<file path="config.mk">
export PLATFORM = sky130hd
export DESIGN_NAME = adc_captura
export DESIGN_NICKNAME = d
export VERILOG_FILES = /design/src/rtl/adc_captura_pkg.sv /design/src/rtl/adc_sclk_gen.sv /design/src/rtl/adc_captura.sv
export SDC_FILE = /design/constraint.sdc
export NUM_CORES = 1
export LEC_CHECK = 0
export CORE_ASPECT_RATIO = 0.6
export CORE_MARGIN = 4
export CORE_UTILIZATION = 50
export DETAILED_ROUTE_END_ITERATION = 8
export PLACE_DENSITY = 0.78
export SLEW_MARGIN = 20
export SYNTH_ARGS = -nofsm -noshare
export SYNTH_HDL_FRONTEND = slang
export SYNTH_SLANG_ARGS = --single-unit
</file>
<file path="constraint.sdc">
create_clock -name Clk -period 2.1 [get_ports Clk]
set_input_delay 0.21 -clock Clk [delete_from_list [all_inputs] [get_ports Clk]]
set_output_delay 0.21 -clock Clk [all_outputs]
set_load 0.05 [all_outputs]
</file>
<file path="src/rtl/adc_captura_pkg.sv">
// Shared definitions for the AD7476-class ADC capture block.
// Holds the FSM state encoding and the default frame geometry
// used by adc_captura and its serial-clock generator.
package adc_captura_pkg;

    typedef enum logic [1:0] {
        IDLE  = 2'b00,
        SHIFT = 2'b01,
        QUIET = 2'b10
    } estado_t;

    localparam int DEF_DATA_W  = 12;
    localparam int DEF_FRAME_W = 16;
    localparam int DEF_LEAD_Z  = 4;

endpackage

</file>
<file path="src/rtl/adc_sclk_gen.sv">
// Serial clock generator for the ADC link.
// Divides Clk by 2*CLK_DIV while enabled; SClk idles high when disabled.
// Ports:
//   Clk, Rst   - system clock, synchronous active-low reset
//   en         - run the divider (high only while shifting a frame)
//   sclk       - serial clock register
//   rise_tick  - high on the Clk cycle whose edge takes sclk 0->1
//   fall_tick  - high on the Clk cycle whose edge takes sclk 1->0
module adc_sclk_gen #(
    parameter int CLK_DIV = 4
) (
    input  logic Clk,
    input  logic Rst,
    input  logic en,
    output logic sclk,
    output logic rise_tick,
    output logic fall_tick
);

    localparam int DIV_W = (CLK_DIV > 1) ? $clog2(CLK_DIV) : 1;

    logic [DIV_W-1:0] div;
    logic             term;

    assign term      = en && (div == DIV_W'(CLK_DIV - 1));
    // Ticks are combinational so the consumer acts on the same edge as the toggle.
    assign rise_tick = term && !sclk;
    assign fall_tick = term &&  sclk;

    always_ff @(posedge Clk) begin
        if (!Rst || !en) begin
            div  <= '0;
            sclk <= 1'b1;
        end else if (term) begin
            div  <= '0;
            sclk <= ~sclk;
        end else begin
            div  <= div + DIV_W'(1);
        end
    end

endmodule

</file>
<file path="src/rtl/adc_captura.sv">
// Serial-to-parallel receiver for the 12-bit SPI-style ADC on the audio Pmod.
// Drives Cs/SClk, shifts in a FRAME_W-bit frame (LEAD_Z zeros then DATA_W
// data bits, MSB first) and presents the sample with a one-cycle strobe.
// Optional: define ADC_DUAL_CH_EN to add the second Pmod channel.
// Ports:
//   Clk, Rst     - system clock, synchronous active-low reset
//   Iniciar      - conversion request, honoured only in IDLE
//   SData        - serial data from the ADC (SData1: second channel)
//   SClk, Cs     - serial clock (idles high) and active-low chip select
//   Data_Out     - last captured sample (Data_Out1: second channel)
//   Rx_Listo     - one-cycle pulse when Data_Out updates
//   Err_Formato  - leading bits of the last frame were not all zero
//   Ocupado      - frame in progress or quiet gap running
module adc_captura
    import adc_captura_pkg::*;
#(
    parameter int DATA_W    = DEF_DATA_W,
    parameter int FRAME_W   = DEF_FRAME_W,
    parameter int LEAD_Z    = DEF_LEAD_Z,
    parameter int CLK_DIV   = 4,
    parameter int QUIET_CYC = 2
) (
    input  logic              Clk,
    input  logic              Rst,
    input  logic              Iniciar,
    input  logic              SData,
`ifdef ADC_DUAL_CH_EN
    input  logic              SData1,
    output logic [DATA_W-1:0] Data_Out1,
`endif
    output logic              SClk,
    output logic              Cs,
    output logic [DATA_W-1:0] Data_Out,
    output logic              Rx_Listo,
    output logic              Err_Formato,
    output logic              Ocupado
);

    localparam int QUIET_LEN = QUIET_CYC * 2 * CLK_DIV;
    localparam int BIT_W     = $clog2(FRAME_W + 1);
    localparam int Q_W       = $clog2(QUIET_LEN + 1);

    estado_t              estado, estado_sig;
    logic [BIT_W-1:0]     bit_cnt;
    logic [Q_W-1:0]       q_cnt;
    logic [FRAME_W-1:0]   sr, sr_nuevo;
    logic                 rise_tick, unused_fall_tick;
    logic                 ultimo, q_fin, err_nuevo;

    adc_sclk_gen #(.CLK_DIV(CLK_DIV)) u_sclk (
        .Clk       (Clk),
        .Rst       (Rst),
        .en        (estado == SHIFT),
        .sclk      (SClk),
        .rise_tick (rise_tick),
        .fall_tick (unused_fall_tick)
    );

    assign sr_nuevo = {sr[FRAME_W-2:0], SData};
    // Last rising SClk of the frame: the frame completes on this very edge.
    assign ultimo   = rise_tick && (bit_cnt == BIT_W'(FRAME_W - 1));
    assign q_fin    = (q_cnt == Q_W'(QUIET_LEN - 1));

`ifdef ADC_DUAL_CH_EN
    logic [FRAME_W-1:0] sr1, sr1_nuevo;
    assign sr1_nuevo = {sr1[FRAME_W-2:0], SData1};
    assign err_nuevo = (|sr_nuevo[FRAME_W-1 -: LEAD_Z]) | (|sr1_nuevo[FRAME_W-1 -: LEAD_Z]);

    always_ff @(posedge Clk) begin
        if (!Rst) begin
            sr1       <= '0;
            Data_Out1 <= '0;
        end else if (rise_tick) begin
            sr1 <= sr1_nuevo;
            if (ultimo) Data_Out1 <= sr1_nuevo[DATA_W-1:0];
        end
    end
`else
    assign err_nuevo = |sr_nuevo[FRAME_W-1 -: LEAD_Z];
`endif

    always_ff @(posedge Clk) begin
        if (!Rst) estado <= IDLE;
        else      estado <= estado_sig;
    end

    always_comb begin
        estado_sig = estado;
        Cs         = 1'b1;
        Ocupado    = 1'b0;
        case (estado)
            IDLE:  if (Iniciar) estado_sig = SHIFT;
            SHIFT: begin
                Cs      = 1'b0;
                Ocupado = 1'b1;
                if (ultimo) estado_sig = QUIET;
            end
            QUIET: begin
                Ocupado = 1'b1;
                if (q_fin) estado_sig = IDLE;
            end
            default: estado_sig = IDLE;
        endcase
    end

    always_ff @(posedge Clk) begin
        if (!Rst) begin
            bit_cnt     <= '0;
            q_cnt       <= '0;
            sr          <= '0;
            Data_Out    <= '0;
            Err_Formato <= 1'b0;
            Rx_Listo    <= 1'b0;
        end else begin
            Rx_Listo <= 1'b0;
            if (estado == IDLE) begin
                bit_cnt <= '0;
                q_cnt   <= '0;
            end
            if (estado == QUIET) q_cnt <= q_cnt + Q_W'(1);
            if (rise_tick) begin
                sr      <= sr_nuevo;
                bit_cnt <= bit_cnt + BIT_W'(1);
                if (ultimo) begin
                    Data_Out    <= sr_nuevo[DATA_W-1:0];
                    Err_Formato <= err_nuevo;
                    Rx_Listo    <= 1'b1;
                end
            end
        end
    end

endmodule

</file>
==> summary.md, run 1 <==
| Metric | Value |
|---|---|
| Cell Area, Synth | `1798 um2` |
| Rows | `16` |
| Worst vdd ir | `472.3 uV` |
| Postcts setup bufs | `0` |
| Critical Path Sink Type | `register` |
| Clock latency on the worst-skew pair | `290 ps` |
| Via density | `5.202` |
| Multi-input logic area | `833.3 um2` |
| Worst min path class | `register to register` |
| Root Buffer | `clkbuf_8` |
| Final min period | `1829 ps` |
| Async set-or-reset flop fraction in the synthesized netlist | `0` |
| DR iter-0 viols | `53` |
| Pwr/cell area | `862.0 nW/um2` |
| Synthesis-stage register bit count | `44` |
| Arr. time, crit path | `2040 ps` |
| Initial antenna violation count | `0` |
| Starting Density | `0.5378` |
| All-Layer GR Usage | `0.1617` |
| # DRC | `0` |
| Placed Area | `2033 um2` |
| Share of layout cells above drive strength 1 | `0.07328` |
| Max-cap violations | `0` |
| Synth Area in Compound Gates | `0.1378` |
| Ys Warns | `0` |
| Avg Cell Area, Syn | `8.481 um2` |
| Total iterations of the first detailed-routing run | `4` |
| Leakage | `0.7824 nW` |
| Post-DP HPWL | `2303 um` |
| Worst rel slew slack | `0.6100` |
| Post-Syn Nets | `226` |
| Worst slew pin tran | `584.2 ps` |
| Final Cell Area | `2130 um2` |
| Met2 wire len | `1451 um` |
| Wl on met1 | `1745 um` |
| Total CTS buffers | `5` |
| Post-Layout Cell Count | `277` |
| Adder-cell area share of the yosys netlist | `0.06959` |
| CTS H-tree lvls | `2` |
| Synth-to-layout area growth | `18.44%` |
| Setup total negative slack | `0 ps` |
| Post-CTS resize count | `0` |
| Sinks on Clock Net | `44` |
| Setup Skew | `6.130 ps` |
| Seq/Total Area, Yosys | `0.4899` |
| Number of synthesized flops with an enable pin | `0` |
| Routed wire per std cell | `12.15 um` |
| DP Cell Count | `270` |
| Highest routed layer | `met4` |
| CTS tree | `done` |
| Final hold vios | `0` |
| Die footprint | `4651 um2` |
| First-pass GRT wire length | `5885 um` |
| ANT cells | `0` |
| Final Util | `0.6370` |
| XOR/XNOR share of the synthesized area | `0.004871` |
| Largest family of logic cells by synthesized area | `simple AND/OR/NAND/NOR gates` |
| Largest net degree at the start of global routing | `38` |
| PortBufs | `20` |
| Die height | `54.45 um` |
| Synthesized instance count | `212` |
| Post-Synth Simple-Gate Area | `0.2283` |
| I/O pin count | `21` |
| Crit Path Max Fanout | `7` |
| Post-synthesis mux area share | `0.02296` |
| Clock Pin Slew Worst Setup and Hold Paths | `80 ps` |
| Most frequent cells in the layout | `nand2_1 (62), dfxtp_1 (44), a21oi_1 (34)` |
| Post-DRT Antenna Nets | `0` |
| Unrepaired setup endpoints after global routing | `false` |
| Commonest non-fill, non-tap cell in the layout | `nand2_1` |
| WS Path Type | `register to register` |
| Layout net count | `246` |
| Register Area | `880.8 um2` |
| Final wirelength | `3365 um` |
| Final setup fails | `0` |
| Status | `finished clean` |
| Synth Flop Type | `dfxtp_1` |
| Fill count | `290` |
| DR vias | `1441` |
| CTS Hold Bufs | `0` |
| GPL Wtd Cong | `0.7565` |
| F_max | `546.8 MHz` |
| Clock Path Buffers | `2` |
| DR WL met3 | `119 um` |
| CP startpoint kind | `register` |
| Core footprint | `3343 um2` |
| GRT overflow | `0` |
| Final Cycle Share | `0.8709` |
| Die Width | `85.42 um` |
| Vias in the first global route | `1376` |
| Max-slew violations | `0` |
| Count of cell types in the netlist | `32` |
| Worst path required time | `2310 ps` |
## cell usage after synthesis (all sizes together) (3+ instances only)
cell,number,share of area
nor3b,3,0.013
a21oi,34,0.095
nor2,6,0.013
clkbuf,5,0.010
nand3,3,0.0083
nand3b,3,0.013
dfxtp,44,0.49
buf,7,0.019
inv,8,0.017
nand2,62,0.13
mux2i,3,0.017
ha,10,0.070
nor3,3,0.0083
## area by class of cell
class | count | area share
clock buffers | 7 | 0.04524
inverters | 8 | 0.01410
multi-input cells | 148 | 0.3913
flip-flops and latches | 44 | 0.4136
well taps | 45 | 0.02644
repair buffers | 25 | 0.1093
## power by group
part | total, mW | internal, mW | switching (mW)
clock | 0.555 | 0.293 | 0.262
combinational | 0.399 | 0.135 | 0.264
sequential | 0.881 | 0.859 | 0.0227
## layer usage
| layer | vias to the layer above | track usage |
|---|---|---|
| met3 | 7 | 0.04060 |
| met4 | 0 | 0.06316 |
| li1 | 749 | - |
| met1 | 666 | 0.1933 |
| met2 | 19 | 0.2874 |
| met5 | - | 0 |
## through the flow
| step | power [mW] | hold slack, ps | worst slack [ps] |
|---|---|---|---|
| floorplan | 1.203 | 346.0 | 429.3 |
| global placement | 1.287 | 419.0 | 336.4 |
| detailed placement | 1.298 | 425.9 | 300.8 |
| CTS | 1.854 | 437.2 | 260.6 |
| global route | 1.928 | 472.2 | 122.4 |
| finish | 1.836 | 443.3 | 271.2 |
## worst max-delay path: stages (launching register included)
cell	delay (ps)
dfxtp_1	390
ha_1	220
and3_1	180
ha_1	210
and4b_1	380
buf_4	200
nand2_1	60
a21oi_1	120
## path summary, 6_finish.rpt
check	start	cells after the start	slack, ps	endpoint
setup / recovery	bit_cnt[0]	7	270	Data_Out[5]
hold / removal	u_sclk.div[0]	1	440	u_sclk.div[0]
setup reg to reg	bit_cnt[0]	7	270	Data_Out[5]
hold reg to reg	u_sclk.div[0]	1	440	u_sclk.div[0]
## flip-flops by register name (all words and copies together), names as in the netlist
name,cells
Data_Out,12
Err_Formato,1
Rx_Listo,1
bit_cnt,5
estado,2
q_cnt,5
sr,15
u_sclk.div,2
u_sclk.sclk,1
## kinds of logic (layout without fill, tap and decap cells)
kind of cell               after synthesis  after routing
AOI/OAI and AO/OA                       44             44
xor gates and xnor gates                 1              1
adders and majority gates               10             10
buffers and inverters                   20             40
DFF                                     44             44
muxes                                    4              4
and+or+nand+nor                         89             89
(Power assumes the default switching activity.)
==> run 2, diff against run 1 <==
==> constraint.sdc (replaced) <==
create_clock -name Clk -period 2.3 [get_ports Clk]
set_input_delay 0.23 -clock Clk [delete_from_list [all_inputs] [get_ports Clk]]
set_output_delay 0.23 -clock Clk [all_outputs]
set_load 0.05 [all_outputs]
==> run 2 against run 1 <==
- combinational power shrank 8.0%
- die area is the same
- worst setup slack lost 130 ps
- global-route usage shrank 0.82 points
- highest routed layer unchanged
- final cell count shrank 0.72%
- critical path depth shrank 3
- clock power shrank 8.1%
- power shrank 8.5%
- core utilization shrank 0.30 points
- sequential power shrank 8.9%
- count of clock-buffer cells in the layout is the same
- sequential cell count is the same
==> summary.md, run 2 (synthesized netlist as in run 1, its figures left out) <==
| Metric | Value |
|---|---|
| DR iter-0 viols | `97 (+83%)` |
| Final hold vios | `0 (unchanged)` |
| Commonest non-fill, non-tap cell in the layout | `nand2_1` |
| Max-slew violations | `0 (unchanged)` |
| GPL Wtd Cong | `0.7459 (-1.4%)` |
| P_int | `1.181 mW (-8.2%)` |
| GRT overflow | `0 (unchanged)` |
| Reg with most FFs | `sr` |
| Worst rel slew slack | `0.5948 (-0.01513)` |
| Initial antenna violation count | `0 (unchanged)` |
| Rows | `16 (unchanged)` |
| Core footprint | `3343 um2 (unchanged)` |
| CP startpoint kind | `register` |
| Max reg flops | `15 (unchanged)` |
| Switching part of the total | `0.2964 (-0.002617)` |
| Final setup fails | `0 (unchanged)` |
| Die Width | `85.42 um (unchanged)` |
| Largest net degree at the start of global routing | `38 (unchanged)` |
| Final Cycle Share | `0.9407` |
| Largest registers | `sr (15), Data_Out (12)` |
| Worst slew pin tran | `606.8 ps (+22.66 ps)` |
| Die height | `54.45 um (unchanged)` |
| Worst path max stage delay | `790 ps (+400 ps)` |
| Final wirelength | `3275 um (-2.7%)` |
| WHS | `435.5 ps (-7.864 ps)` |
| Clock latency on the worst-skew pair | `290 ps (about the same)` |
| PortBufs | `20 (unchanged)` |
| Total CTS buffers | `5 (unchanged)` |
| Worst vdd ir | `374.0 uV (-21%)` |
| Layout net count | `244 (-0.81%)` |
| All-Layer GR Usage | `0.1535 (-0.008215)` |
| Worst path required time | `2070 ps (-240 ps)` |
| I/O pin count | `21 (unchanged)` |
| Synth-to-layout area growth | `17.88%` |
| # DRC | `0 (unchanged)` |
| Routed wire per std cell | `11.91 um (-2.0%)` |
| Post-CTS resize count | `0 (unchanged)` |
| Most frequent cells in the layout | `nand2_1 (62), dfxtp_1 (44), a21oi_1 (34)` |
| CTS Hold Bufs | `0 (unchanged)` |
| Starting Density | `0.5378 (unchanged)` |
| WS Path Type | `register to output port` |
| Leakage | `0.7705 nW (-1.5%)` |
| Crit Path Max Fanout | `8 (+1)` |
| Worst min path class | `register to register` |
| Combinational power share | `0.218 (about the same)` |
| Clock Pin Slew Worst Setup and Hold Paths | `70 ps (about the same)` |
| DR vias | `1395 (-3.2%)` |
| Post-DRT Antenna Nets | `0 (unchanged)` |
| Post-DP HPWL | `2168 um (-5.9%)` |
| Setup Skew | `2.775 ps (-3.355 ps)` |
| Setup total negative slack | `0 ps (unchanged)` |
| First-pass GRT wire length | `5582 um (-5.1%)` |
| CTS tree | `done` |
| Via density | `5.073 (-2.5%)` |
| Die footprint | `4651 um2 (unchanged)` |
| Max-cap violations | `0 (unchanged)` |
| Unrepaired setup endpoints after global routing | `false` |
| Share of layout cells above drive strength 1 | `0.05652 (-0.01675)` |
| CTS H-tree lvls | `2 (unchanged)` |
| Arr. time, crit path | `1930 ps (-110 ps)` |
| Pwr/cell area | `792.3 nW/um2 (-8.1%)` |
| Status | `finished clean` |
| Total iterations of the first detailed-routing run | `4 (unchanged)` |
| Postcts setup bufs | `0 (unchanged)` |
| Sw Pwr | `497.8 uW (-9.3%)` |
| Cell Chain, Critical Path | `inv_1 -> ha_1 -> inv_1 -> clkdlybuf4s50_1` |
| ANT cells | `0 (unchanged)` |
| Vias in the first global route | `1229 (-11%)` |
| Sinks on Clock Net | `44 (unchanged)` |
| Final Cell Area | `2120 um2 (-0.47%)` |
| Power Total | `1.679 mW (-8.5%)` |
| Critical Path Sink Type | `output port` |
| Clk pwr share | `0.304 (+0.002)` |
| F_max | `462.2 MHz` |
| Critical-path top delay cell | `clkdlybuf4s50_1` |
| Sequential share of power | `0.478 (-0.002)` |
| Most frequent CP cell | `inv_1` |
| Final min period | `2164 ps` |
| Root Buffer | `clkbuf_8` |
| Clock Path Buffers | `2 (unchanged)` |
| Placed Area | `2023 um2 (-0.49%)` |
-- run 2: final cells by class --
cell class / instances / area, um2
fill: 271 / 1224
sequential: 44 / 880.8
multi-input combinational: 148 / 833.3
timing repair buffer: 23 / 222.7
clock buffer: 7 / 96.34
tap: 45 / 56.30
inverter: 8 / 30.03
-- run 2: worst paths after layout --
| check | startpoint | endpoint | slack [ps] | cells past startpoint |
|---|---|---|---|---|
| worst max register to register | bit_cnt[0] | Err_Formato | 420 | 6 |
| worst min register to register | u_sclk.div[0] | u_sclk.div[0] | 440 | 1 |
| worst max-delay path | estado[1] | Cs | 140 | 4 |
| worst min-delay path | u_sclk.div[0] | u_sclk.div[0] | 440 | 1 |
-- run 2: power groups by stage --
stage / logic [mW] / registers (mW) / clock network, mW
after floorplan: 0.281 / 0.817 / 0
after global placement: 0.361 / 0.820 / 0
after detailed placement: 0.363 / 0.821 / 0
after CTS: 0.366 / 0.803 / 0.531
after global routing: 0.399 / 0.806 / 0.557
final: 0.367 / 0.803 / 0.510
-- run 2: critical path: cells and delay by family (launching register included) --
family	cells	cell delay [ps]
buffers and inverters	3	980
flip-flops	1	360
adder cells (fa/ha/maj)	1	310
-- run 2: routing by layer --
metal,part of all wire,track usage,vias up
li1,-,-,747
met1,0.56,0.2110,626
met2,0.38,0.2229,17
met3,0.042,0.04511,5
met4,0.012,0.07105,0
met5,0,0,-
-- run 2: through the flow --
stage | setup WS, ps | util | cells
2_1_floorplan | 629.3 | - | 212
3_3_place_gp | 482.8 | 0.6052 | 268
3_5_place_dp | 439.0 | 0.6052 | 268
4_1_cts | 115.5 | 0.6340 | 275
5_1_grt | 30.50 | 0.6340 | 275
6_report | 136.5 | 0.6340 | 275
==> run 3, diff against run 2 <==
--- a/config.mk
+++ b/config.mk
@@ -10,7 +10,6 @@
 export CORE_UTILIZATION = 50
 export DETAILED_ROUTE_END_ITERATION = 8
 export PLACE_DENSITY = 0.78
-export SLEW_MARGIN = 20
 export SYNTH_ARGS = -nofsm -noshare
 export SYNTH_HDL_FRONTEND = slang
 export SYNTH_SLANG_ARGS = --single-unit
==> results of run 3 <==
No change in the layout: final DEF, timing and power equal those of run 2.
